## config.mk

```make
export PLATFORM = sky130hd
export DESIGN_NAME = rr_grant_encoder
export DESIGN_NICKNAME = d
export VERILOG_FILES = /design/src/rtl/rr_grant_encoder_pkg.sv /design/src/rtl/rr_grant_encoder_prio_enc.sv /design/src/rtl/rr_grant_encoder.sv
export SDC_FILE = /design/constraint.sdc
export NUM_CORES = 1
export LEC_CHECK = 0
export ABC_AREA = 1
export BUFFER_PORTS_ARGS = -buffer_cell sky130_fd_sc_hd__buf_2
export CAP_MARGIN = 20
export CORE_AREA = 2 2 43 45
export CTS_BUF_LIST = sky130_fd_sc_hd__clkbuf_16
export DETAILED_ROUTE_END_ITERATION = 7
export DIE_AREA = 0 0 45 47
export PLACE_DENSITY = 0.57
export SETUP_SLACK_MARGIN = 0.4
export SLEW_MARGIN = 25
export SYNTH_ARGS = -nofsm -noshare
export SYNTH_HDL_FRONTEND = slang
export SYNTH_SLANG_ARGS = --single-unit
```

## constraint.sdc

```tcl
create_clock -name clk_in -period 1.3 [get_ports clk_in]
set_clock_uncertainty 0.1 [all_clocks]
set_input_delay 0.325 -clock clk_in [delete_from_list [all_inputs] [get_ports clk_in]]
set_output_delay 0.325 -clock clk_in [all_outputs]
set_load 0.05 [all_outputs]
```

## src/rtl/rr_grant_encoder_pkg.sv

```systemverilog
// rtl/rr_grant_encoder_pkg.sv - shared state encoding and index-width helper for rr_grant_encoder
package rr_grant_encoder_pkg;

    // Two-state grant FSM
    typedef enum logic {
        IDLE  = 1'b0,
        GRANT = 1'b1
    } state_t;

    // Index width for n lines: ceil(log2(n)), never less than 1
    function automatic int clog2_min1(input int n);
        int r;
        r = 0;
        for (int i = 0; i < 31; i++) begin
            if ((1 << i) < n) begin
                r = i + 1;
            end
        end
        return (r < 1) ? 1 : r;
    endfunction

endpackage

```

## src/rtl/rr_grant_encoder_prio_enc.sv

```systemverilog
// rtl/rr_grant_encoder_prio_enc.sv - combinational lowest-set-bit finder
//
// Ports:
//   req       in   N      request vector, any number of bits set
//   idx       out  IDX_W  index of the lowest set bit (0 when none set)
//   any_valid out  1      at least one bit of req is set
module prio_enc #(
    parameter int N     = 4,
    parameter int IDX_W = 2
) (
    input  logic [N-1:0]     req,
    output logic [IDX_W-1:0] idx,
    output logic             any_valid
);

    // Scan from the top down so the lowest set bit is the last to overwrite idx
    always_comb begin
        idx       = '0;
        any_valid = 1'b0;
        for (int i = N - 1; i >= 0; i--) begin
            if (req[i]) begin
                idx       = IDX_W'(i);
                any_valid = 1'b1;
            end
        end
    end

endmodule

```

## src/rtl/rr_grant_encoder.sv

```systemverilog
// rtl/rr_grant_encoder.sv - N-way arbiter with registered, acknowledge-held grant
//
// Ports:
//   clk_in          in   1      clock, rising edge
//   rst_in          in   1      synchronous active-high reset
//   req_in          in   N      request vector
//   ack_in          in   1      granted requester is done; releases the grant
//   gnt_valid_out   out  1      a grant is held
//   gnt_idx_out     out  IDX_W  binary index of the granted line
//   gnt_onehot_out  out  N      one-hot grant, zero when not valid
module rr_grant_encoder
    import rr_grant_encoder_pkg::*;
#(
    parameter int N       = 4,
    parameter int IDX_W   = 2,
    parameter int RR_MODE = 1
) (
    input  logic             clk_in,
    input  logic             rst_in,
    input  logic [N-1:0]     req_in,
    input  logic             ack_in,
    output logic             gnt_valid_out,
    output logic [IDX_W-1:0] gnt_idx_out,
    output logic [N-1:0]     gnt_onehot_out
);

    state_t           state_q, state_d;
    logic             gnt_valid_q, gnt_valid_d;
    logic [IDX_W-1:0] gnt_idx_q, gnt_idx_d;
    logic [N-1:0]     gnt_onehot_q, gnt_onehot_d;

    logic [IDX_W-1:0] win_idx;
    logic             win_any;
    logic [IDX_W-1:0] all_idx;
    logic             release_grant;

    assign release_grant = (state_q == GRANT) && ack_in;

    prio_enc #(.N(N), .IDX_W(IDX_W)) u_prio_all (
        .req       (req_in),
        .idx       (all_idx),
        .any_valid (win_any)
    );

    if (RR_MODE != 0) begin : g_rr
        logic [IDX_W-1:0] ptr_q, ptr_d;
        logic [N-1:0]     req_masked;
        logic [IDX_W-1:0] masked_idx;
        logic             masked_any;

        // Only lines at or above the pointer compete in the first pass
        always_comb begin
            req_masked = '0;
            for (int i = 0; i < N; i++) begin
                req_masked[i] = req_in[i] && (i >= int'(ptr_q));
            end
        end

        prio_enc #(.N(N), .IDX_W(IDX_W)) u_prio_masked (
            .req       (req_masked),
            .idx       (masked_idx),
            .any_valid (masked_any)
        );

        // Nothing at or above the pointer means wrap to the lowest requester
        assign win_idx = masked_any ? masked_idx : all_idx;

        // Pointer advances past the released winner; wrap is at N, not 2^IDX_W
        always_comb begin
            ptr_d = ptr_q;
            if (release_grant) begin
                if (gnt_idx_q == IDX_W'(N - 1)) begin
                    ptr_d = '0;
                end else begin
                    ptr_d = gnt_idx_q + IDX_W'(1);
                end
            end
        end

        always_ff @(posedge clk_in) begin
            if (rst_in) begin
                ptr_q <= '0;
            end else begin
                ptr_q <= ptr_d;
            end
        end
    end else begin : g_fixed
        assign win_idx = all_idx;
    end

    always_comb begin
        state_d      = state_q;
        gnt_valid_d  = gnt_valid_q;
        gnt_idx_d    = gnt_idx_q;
        gnt_onehot_d = gnt_onehot_q;
        case (state_q)
            IDLE: begin
                if (win_any) begin
                    state_d     = GRANT;
                    gnt_valid_d = 1'b1;
                    gnt_idx_d   = win_idx;
                    for (int i = 0; i < N; i++) begin
                        gnt_onehot_d[i] = (win_idx == IDX_W'(i));
                    end
                end
            end
            GRANT: begin
                // Requests are ignored while held; ack always lands in IDLE first
                if (ack_in) begin
                    state_d      = IDLE;
                    gnt_valid_d  = 1'b0;
                    gnt_idx_d    = '0;
                    gnt_onehot_d = '0;
                end
            end
            default: begin
                state_d      = IDLE;
                gnt_valid_d  = 1'b0;
                gnt_idx_d    = '0;
                gnt_onehot_d = '0;
            end
        endcase
    end

    always_ff @(posedge clk_in) begin
        if (rst_in) begin
            state_q      <= IDLE;
            gnt_valid_q  <= 1'b0;
            gnt_idx_q    <= '0;
            gnt_onehot_q <= '0;
        end else begin
            state_q      <= state_d;
            gnt_valid_q  <= gnt_valid_d;
            gnt_idx_q    <= gnt_idx_d;
            gnt_onehot_q <= gnt_onehot_d;
        end
    end

    assign gnt_valid_out  = gnt_valid_q;
    assign gnt_idx_out    = gnt_idx_q;
    assign gnt_onehot_out = gnt_onehot_q;

endmodule

```

== Yosys cells after proc, flatten, opt, wreduce, memory -nomap -nowiden ==
Cells that the tools add are included.

* Bits in registers: 10
* Input port bits: 7
* Output and inout port bits: 7
* Word-level logic and storage cells: 50

* $add $sub $neg: 1
* Order comparisons: 3
* Equal/unequal tests: 6
* Multiplexer cells: 28
* Bitwise logic cells: 1
* Reduce and logical (&&, ||, !) cells: 6

{| class="wikitable"
|+ Operators by type and width
! cell !! number
|-
| two-way mux 2 bit || 11
|-
| two-way mux 1 bit || 11
|-
| two-way mux 4 bit || 2
|-
| case mux 4 bit (2 select lines) || 1
|-
| == test 2 bit (second input constant) || 3
|-
| >= comparator 1 x 2 -> 1 bit (first input constant) || 2
|-
| logical AND 1 bit || 4
|-
| case mux 1 bit (2 select lines) || 2
|-
| case mux 2 bit (2 select lines) || 1
|-
| adder 2 x 1 -> 2 bit (second input constant) || 1
|-
| == test 2 x 1 -> 1 bit (second input constant) || 1
|-
| >= comparator 2 bit (first input constant) || 1
|-
| logical NOT 2 bit || 1
|-
| != test 2 x 1 -> 1 bit (second input constant) || 1
|-
| != test 2 bit (second input constant) || 1
|-
| AND reduction 2 bit || 1
|-
| NOT 1 bit || 1
|}

== Logic depth before layout (Yosys ltp) ==
* Depth in word-level cells: 9
* Gate-level depth with buffers: 8
* Gate-level depth less buffers: 8

== By module ==
Synthesis repeated with hierarchy kept, for this count alone.

* Cells, all modules: 85
* Area, all modules: 540.5 µm²

{| class="wikitable"
|+ By module, submodules not included
! module !! instances !! cells each !! area an instance (µm²) !! seq. area each (µm²)
|-
| rr_grant_encoder || 1 || 69 || 467.9 || 200.2
|-
| prio_enc || 2 || 8 || 36.3 || 0.0
|}

== Worst setup path after synthesis ==
OpenSTA, ideal clock, no wires.

* Path type: register -> register
* Start: register gnt_idx_q[0], in the netlist gnt_idx_out[0]
* End: register g_rr.ptr_q[1]
* Library setup time: 0.113 ns
* Arrival time: 1.117 ns
* Required time: 1.087 ns
* Slack: -0.031 ns
* Cell stages (with the launch flop): 4
* Path buffers: 0
* Period minus slack after synthesis: 1.331 ns
* Path through: dfxtp_1 -> ha_1 -> o21ai_1 -> nor2_1

* Longest elaborated chain between the ends: 2
* Elaborated cells between the ends (all ways): 3
* Those cells by class: add/sub: 1; eq/ne: 1; mux: 1

{| class="wikitable"
|+ RTL lines
! item !! RTL line !! text
|-
| start: declaration || rr_grant_encoder.sv:29 || <nowiki>logic [IDX_W-1:0] gnt_idx_q, gnt_idx_d;</nowiki>
|-
| start signal: assignment || rr_grant_encoder.sv:134 || <nowiki>gnt_idx_q <= gnt_idx_d;</nowiki>
|-
| adder 2 x 1 -> 2 bit / == test 2 bit (equally long branches) || rr_grant_encoder.sv:75, rr_grant_encoder.sv:72 ||
|-
| two-way mux 2 bit * || rr_grant_encoder.sv:72 || <nowiki>if (gnt_idx_q == IDX_W'(N - 1)) begin</nowiki>
|-
| end signal: assignment || rr_grant_encoder.sv:84 || <nowiki>ptr_q <= ptr_d;</nowiki>
|-
| end: declaration || rr_grant_encoder.sv:46 || <nowiki>logic [IDX_W-1:0] ptr_q, ptr_d;</nowiki>
|}

Every way passes the cells marked *; elsewhere a longest branch is shown, timed or not.
A chain may end at the register's enable or synchronous reset.

== Worst setup path after layout ==
* Start: register g_rr.ptr_q[1]
* End: register gnt_onehot_q[0], in the netlist gnt_onehot_out[0]

* Longest elaborated chain between the ends: 9
* Elaborated cells between the ends (all ways): 16
* Those cells by class: order compare: 3; mux: 9; reduce/logical: 4

{| class="wikitable"
|+ RTL lines
! item !! RTL line !! text
|-
| >= comparator 2 bit || rr_grant_encoder.sv:55 || <nowiki>req_masked[i] = req_in[i] && (i >= int'(ptr_q));</nowiki>
|-
| logical AND 1 bit || rr_grant_encoder.sv:55 ||
|-
| two-way mux 2 bit / two-way mux 1 bit (equally long branches) (3 in a row) || rr_grant_encoder_prio_enc.sv:21 || <nowiki>if (req[i]) begin</nowiki>
|-
| two-way mux 2 bit * || rr_grant_encoder.sv:66 || <nowiki>assign win_idx = masked_any ? masked_idx : all_idx;</nowiki>
|-
| logical NOT 2 bit * || rr_grant_encoder.sv:103 || <nowiki>gnt_onehot_d[i] = (win_idx == IDX_W'(i));</nowiki>
|-
| two-way mux 4 bit * || rr_grant_encoder.sv:98 || <nowiki>if (win_any) begin</nowiki>
|-
| case mux 4 bit (2 select lines) * || rr_grant_encoder.sv:96 || <nowiki>case (state_q)</nowiki>
|-
| end signal: assignment || rr_grant_encoder.sv:135 || <nowiki>gnt_onehot_q <= gnt_onehot_d;</nowiki>
|-
| end: declaration || rr_grant_encoder.sv:30 || <nowiki>logic [N-1:0] gnt_onehot_q, gnt_onehot_d;</nowiki>
|}

Every way passes the cells marked *; elsewhere a longest branch is shown, timed or not. The select of a mux whose other input is x is not followed.

==> out/metrics.cfg <==
[outcome]
status=complete, no violations

[pwr]
power.switching_fraction_pct=28.1
pwr-share-clk_pct=45.6
power_leakage_nw=0.411
seq_power_share_pct=30.0
ir_drop_v=0.000922
netSwitchingPower_mw=0.336
cellInternalPower_mw=0.861
power.combinational.fraction_pct=24.4
power.density_mw_per_mm2=1300

[setup_path]
crit-reg2reg-capture=gnt_onehot_out[0]
max_stage_delay_ps=360
timing.critical_path.from=g_rr.ptr_q[1]
worst-r2r-setup-slack_ps=120
timing_worst_setup_path_type=flip-flop to flip-flop
cp_max_fo=4
cp_cell_sequence=nand2_4, nand2_2, o21a_4, nand2_2, nand3_1, a21oi_2
timing.critical_path.arrival_ps=1250
critPathLaunchType=flip-flop
crit-reg2reg-launch=g_rr.ptr_q[1]
crit_required_ps=1370
crit_end=gnt_onehot_out[0]
timing.critical_path.to_type=flip-flop
critPathSlowestCell=sky130_fd_sc_hd__dfxtp_4
reg2regPathDepth=6
most_numerous_cell_on_the_critical_path=sky130_fd_sc_hd__nand2_2

[clock_tree]
clock_transition_at_the_registers_of_the_reported_paths_ps=40
holdBufCountCts=0
ctsLongestPathBuffers=2
clk_latency_ps=240
clock_tree_from_tritoncts=yes
clockRootBuffer=sky130_fd_sc_hd__clkbuf_16
ctsHtreeMaxLevel=1
cts.sinks=10
cts-buffers-inserted=3

[routing]
drc=0
detail_route.vias_per_cell=5.03
detailedRoute.firstPassIterationCount=4
num_vias=553
drtAntennaViolNets=0
drt_iter0_markers=12
post_drt_wl_per_cell_um=12.3
drt_wl_total_um=1350

[final_layout]
final_cell_count_no_fill=110
num_antenna_cells=0
fin_area_um2=923
syn_to_final_growth_pct=88.7
final_net_count=102
fraction_of_layout_cells_with_a_size_suffix_above_1_pct=66.7
final_core_utilization_pct=55.9

[grt]
globalRoute.busiestLayer=met2
gr-usage-met3_pct=5.38
grt_pass1_wl_um=2170
gr-total-overflow=0
grt_antenna_before_repair=0
aggregate_global_route_resource_usage_pct=15.3
first_global_vias=486
met2_usage_pct=21.7
grt_start_max_net_pins=9
grt_util_met1_pct=18.6

[sta]
final.setup.tns_ps=0
setup_viol=0
rsz0062_at_grt=yes
max_fclk_mhz=847
worst_rel_slew_slack_pct=87.6
fin_hold_viols=0
timing_worst_slew_pin_value_ps=187
final_min_period_over_clock_period_pct=90.8
fin_crit_ps=1180
maxSlewViolCount=0

[placement]
hpwl_um=829
placed_instance_area_um2=619
portBuffers=13
gp_congestion=0.747
place_inst=99

[synthesis]
synth-seq-cells=10
synth.top_cells.by_area=sky130_fd_sc_hd__dfxtp_1, sky130_fd_sc_hd__nand2_1, sky130_fd_sc_hd__a21oi_1
synth-seq-area-share_pct=40.9
synthMostInstantiatedCell=sky130_fd_sc_hd__nand2_1
synthCells=70
synth_largest_type_area_fraction_pct=40.9
post_synth.cell_area_avg_um2=6.99
syn_nets=78
synthDominantAreaCellType=sky130_fd_sc_hd__dfxtp_1
synth.lib_cells_used.distinct=20
synth_warnings=0
ys.flop_type=sky130_fd_sc_hd__dfxtp_1
synthesis.area_um2=489
synthTopCellsByCount=sky130_fd_sc_hd__nand2_1, sky130_fd_sc_hd__dfxtp_1, sky130_fd_sc_hd__a21oi_1, sky130_fd_sc_hd__inv_1, sky130_fd_sc_hd__nor2_1
synth-edff-count=0
async_flop_share_pct=0

[die]
top_level_ports=14
core_mm2=0.00165
die_width_um=45
die_height_um=47
area_of_the_die_mm2=0.00212
floorplan.initialDensity_pct=29.6
placement_rows=15

[worst_hold_path]
worstHoldPathType=input port to flip-flop

[run]
maxCapViolations=0

## power groups by stage
stage,Combinational [mW],Sequential [mW],Clock [mW]
global route,0.312,0.364,0.577
finish,0.292,0.359,0.546
detailed placement,0.191,0.357,0
CTS,0.265,0.357,0.553
floorplan,0.0897,0.411,0
global placement,0.192,0.357,0
## worst max-delay path, delay by kind of cell (launching register included)
kind | cells | cell delay [ps]
AOI/OAI and AO/OA | 2 | 330
DFF | 1 | 360
and+or+nand+nor | 4 | 310
## placed cells by master, fill, tap and decap left out, types with 2 or more instances in the layout
cell type | netlist | routed
sky130_fd_sc_hd__a21oi_1 | 7 | 3
sky130_fd_sc_hd__a21oi_2 | 1 | 3
sky130_fd_sc_hd__a21oi_4 | 0 | 2
sky130_fd_sc_hd__buf_2 | 0 | 5
sky130_fd_sc_hd__buf_4 | 0 | 6
sky130_fd_sc_hd__buf_6 | 0 | 2
sky130_fd_sc_hd__buf_8 | 0 | 7
sky130_fd_sc_hd__clkbuf_16 | 0 | 3
sky130_fd_sc_hd__dfxtp_2 | 0 | 5
sky130_fd_sc_hd__dfxtp_4 | 0 | 5
sky130_fd_sc_hd__inv_1 | 7 | 4
sky130_fd_sc_hd__inv_2 | 2 | 5
sky130_fd_sc_hd__nand2_1 | 19 | 13
sky130_fd_sc_hd__nand2_2 | 1 | 6
sky130_fd_sc_hd__nand3_1 | 3 | 3
sky130_fd_sc_hd__nand4_1 | 2 | 2
sky130_fd_sc_hd__nor2_1 | 7 | 2
sky130_fd_sc_hd__nor2_2 | 0 | 2
sky130_fd_sc_hd__nor2_4 | 0 | 3
sky130_fd_sc_hd__o21ai_2 | 0 | 3
## sequential cells by signal (all words and copies together), names as in the netlist
register / cells
gnt_idx_out: 2
g_rr.ptr_q: 2
gnt_onehot_out: 4
gnt_valid_out: 1
state_q: 1
## cell type report
cell class / instances / area [um^2]
clock buffer: 3 / 75.1
timing repair buffer: 20 / 198
sequential: 10 / 225
tap: 17 / 21.3
clock inverter: 1 / 3.75
fill: 156 / 728
multi-input combinational: 49 / 362
inverter: 10 / 38.8
## worst min-delay path by stage
stage | to | slack (ps) | cells past startpoint | startpoint
after floorplan | state_q | 390 | 2 | state_q
after global placement | gnt_valid_out | 340 | 1 | gnt_valid_out
after detailed placement | gnt_valid_out | 350 | 1 | gnt_valid_out
after CTS | gnt_idx_out[1] | 240 | 2 | rst_in
after global routing | gnt_onehot_out[1] | 270 | 2 | rst_in
final | gnt_onehot_out[1] | 260 | 2 | rst_in
## cell families after synthesis
logic type      after synthesis  synth area share, %
buf+inv                      11                 8.70
fa+ha+maj                     1                 2.56
compound gates               14                 17.4
simple gates                 34                 30.4
flops                        10                 40.9
## metal layers
| metal | up-vias | routed length [um] | part of all wire, % |
|---|---|---|---|
| met2 | 11 | 660 | 49 |
| met4 | 0 | 45 | 3.3 |
| met5 | - | 0 | 0 |
| li1 | 276 | - | - |
| met1 | 262 | 574 | 43 |
| met3 | 4 | 70 | 5.2 |
## per-stage QoR
step,hold slack (ps),worst slack (ps),power (mW)
finish,264,120,1.20
global route,266,23.9,1.25
CTS,239,123,1.18
detailed placement,348,5.75,0.548
global placement,341,20.4,0.549
floorplan,392,254,0.500
## repair_timing
item | 4_1_cts | 5_1_grt
pin swaps | 10 | 5
endpoints found under the setup margin | 17 | 17
gates resized for setup | 38 | 14
buffers inserted | 6 | 1
Power figures use the tool's default switching activity.
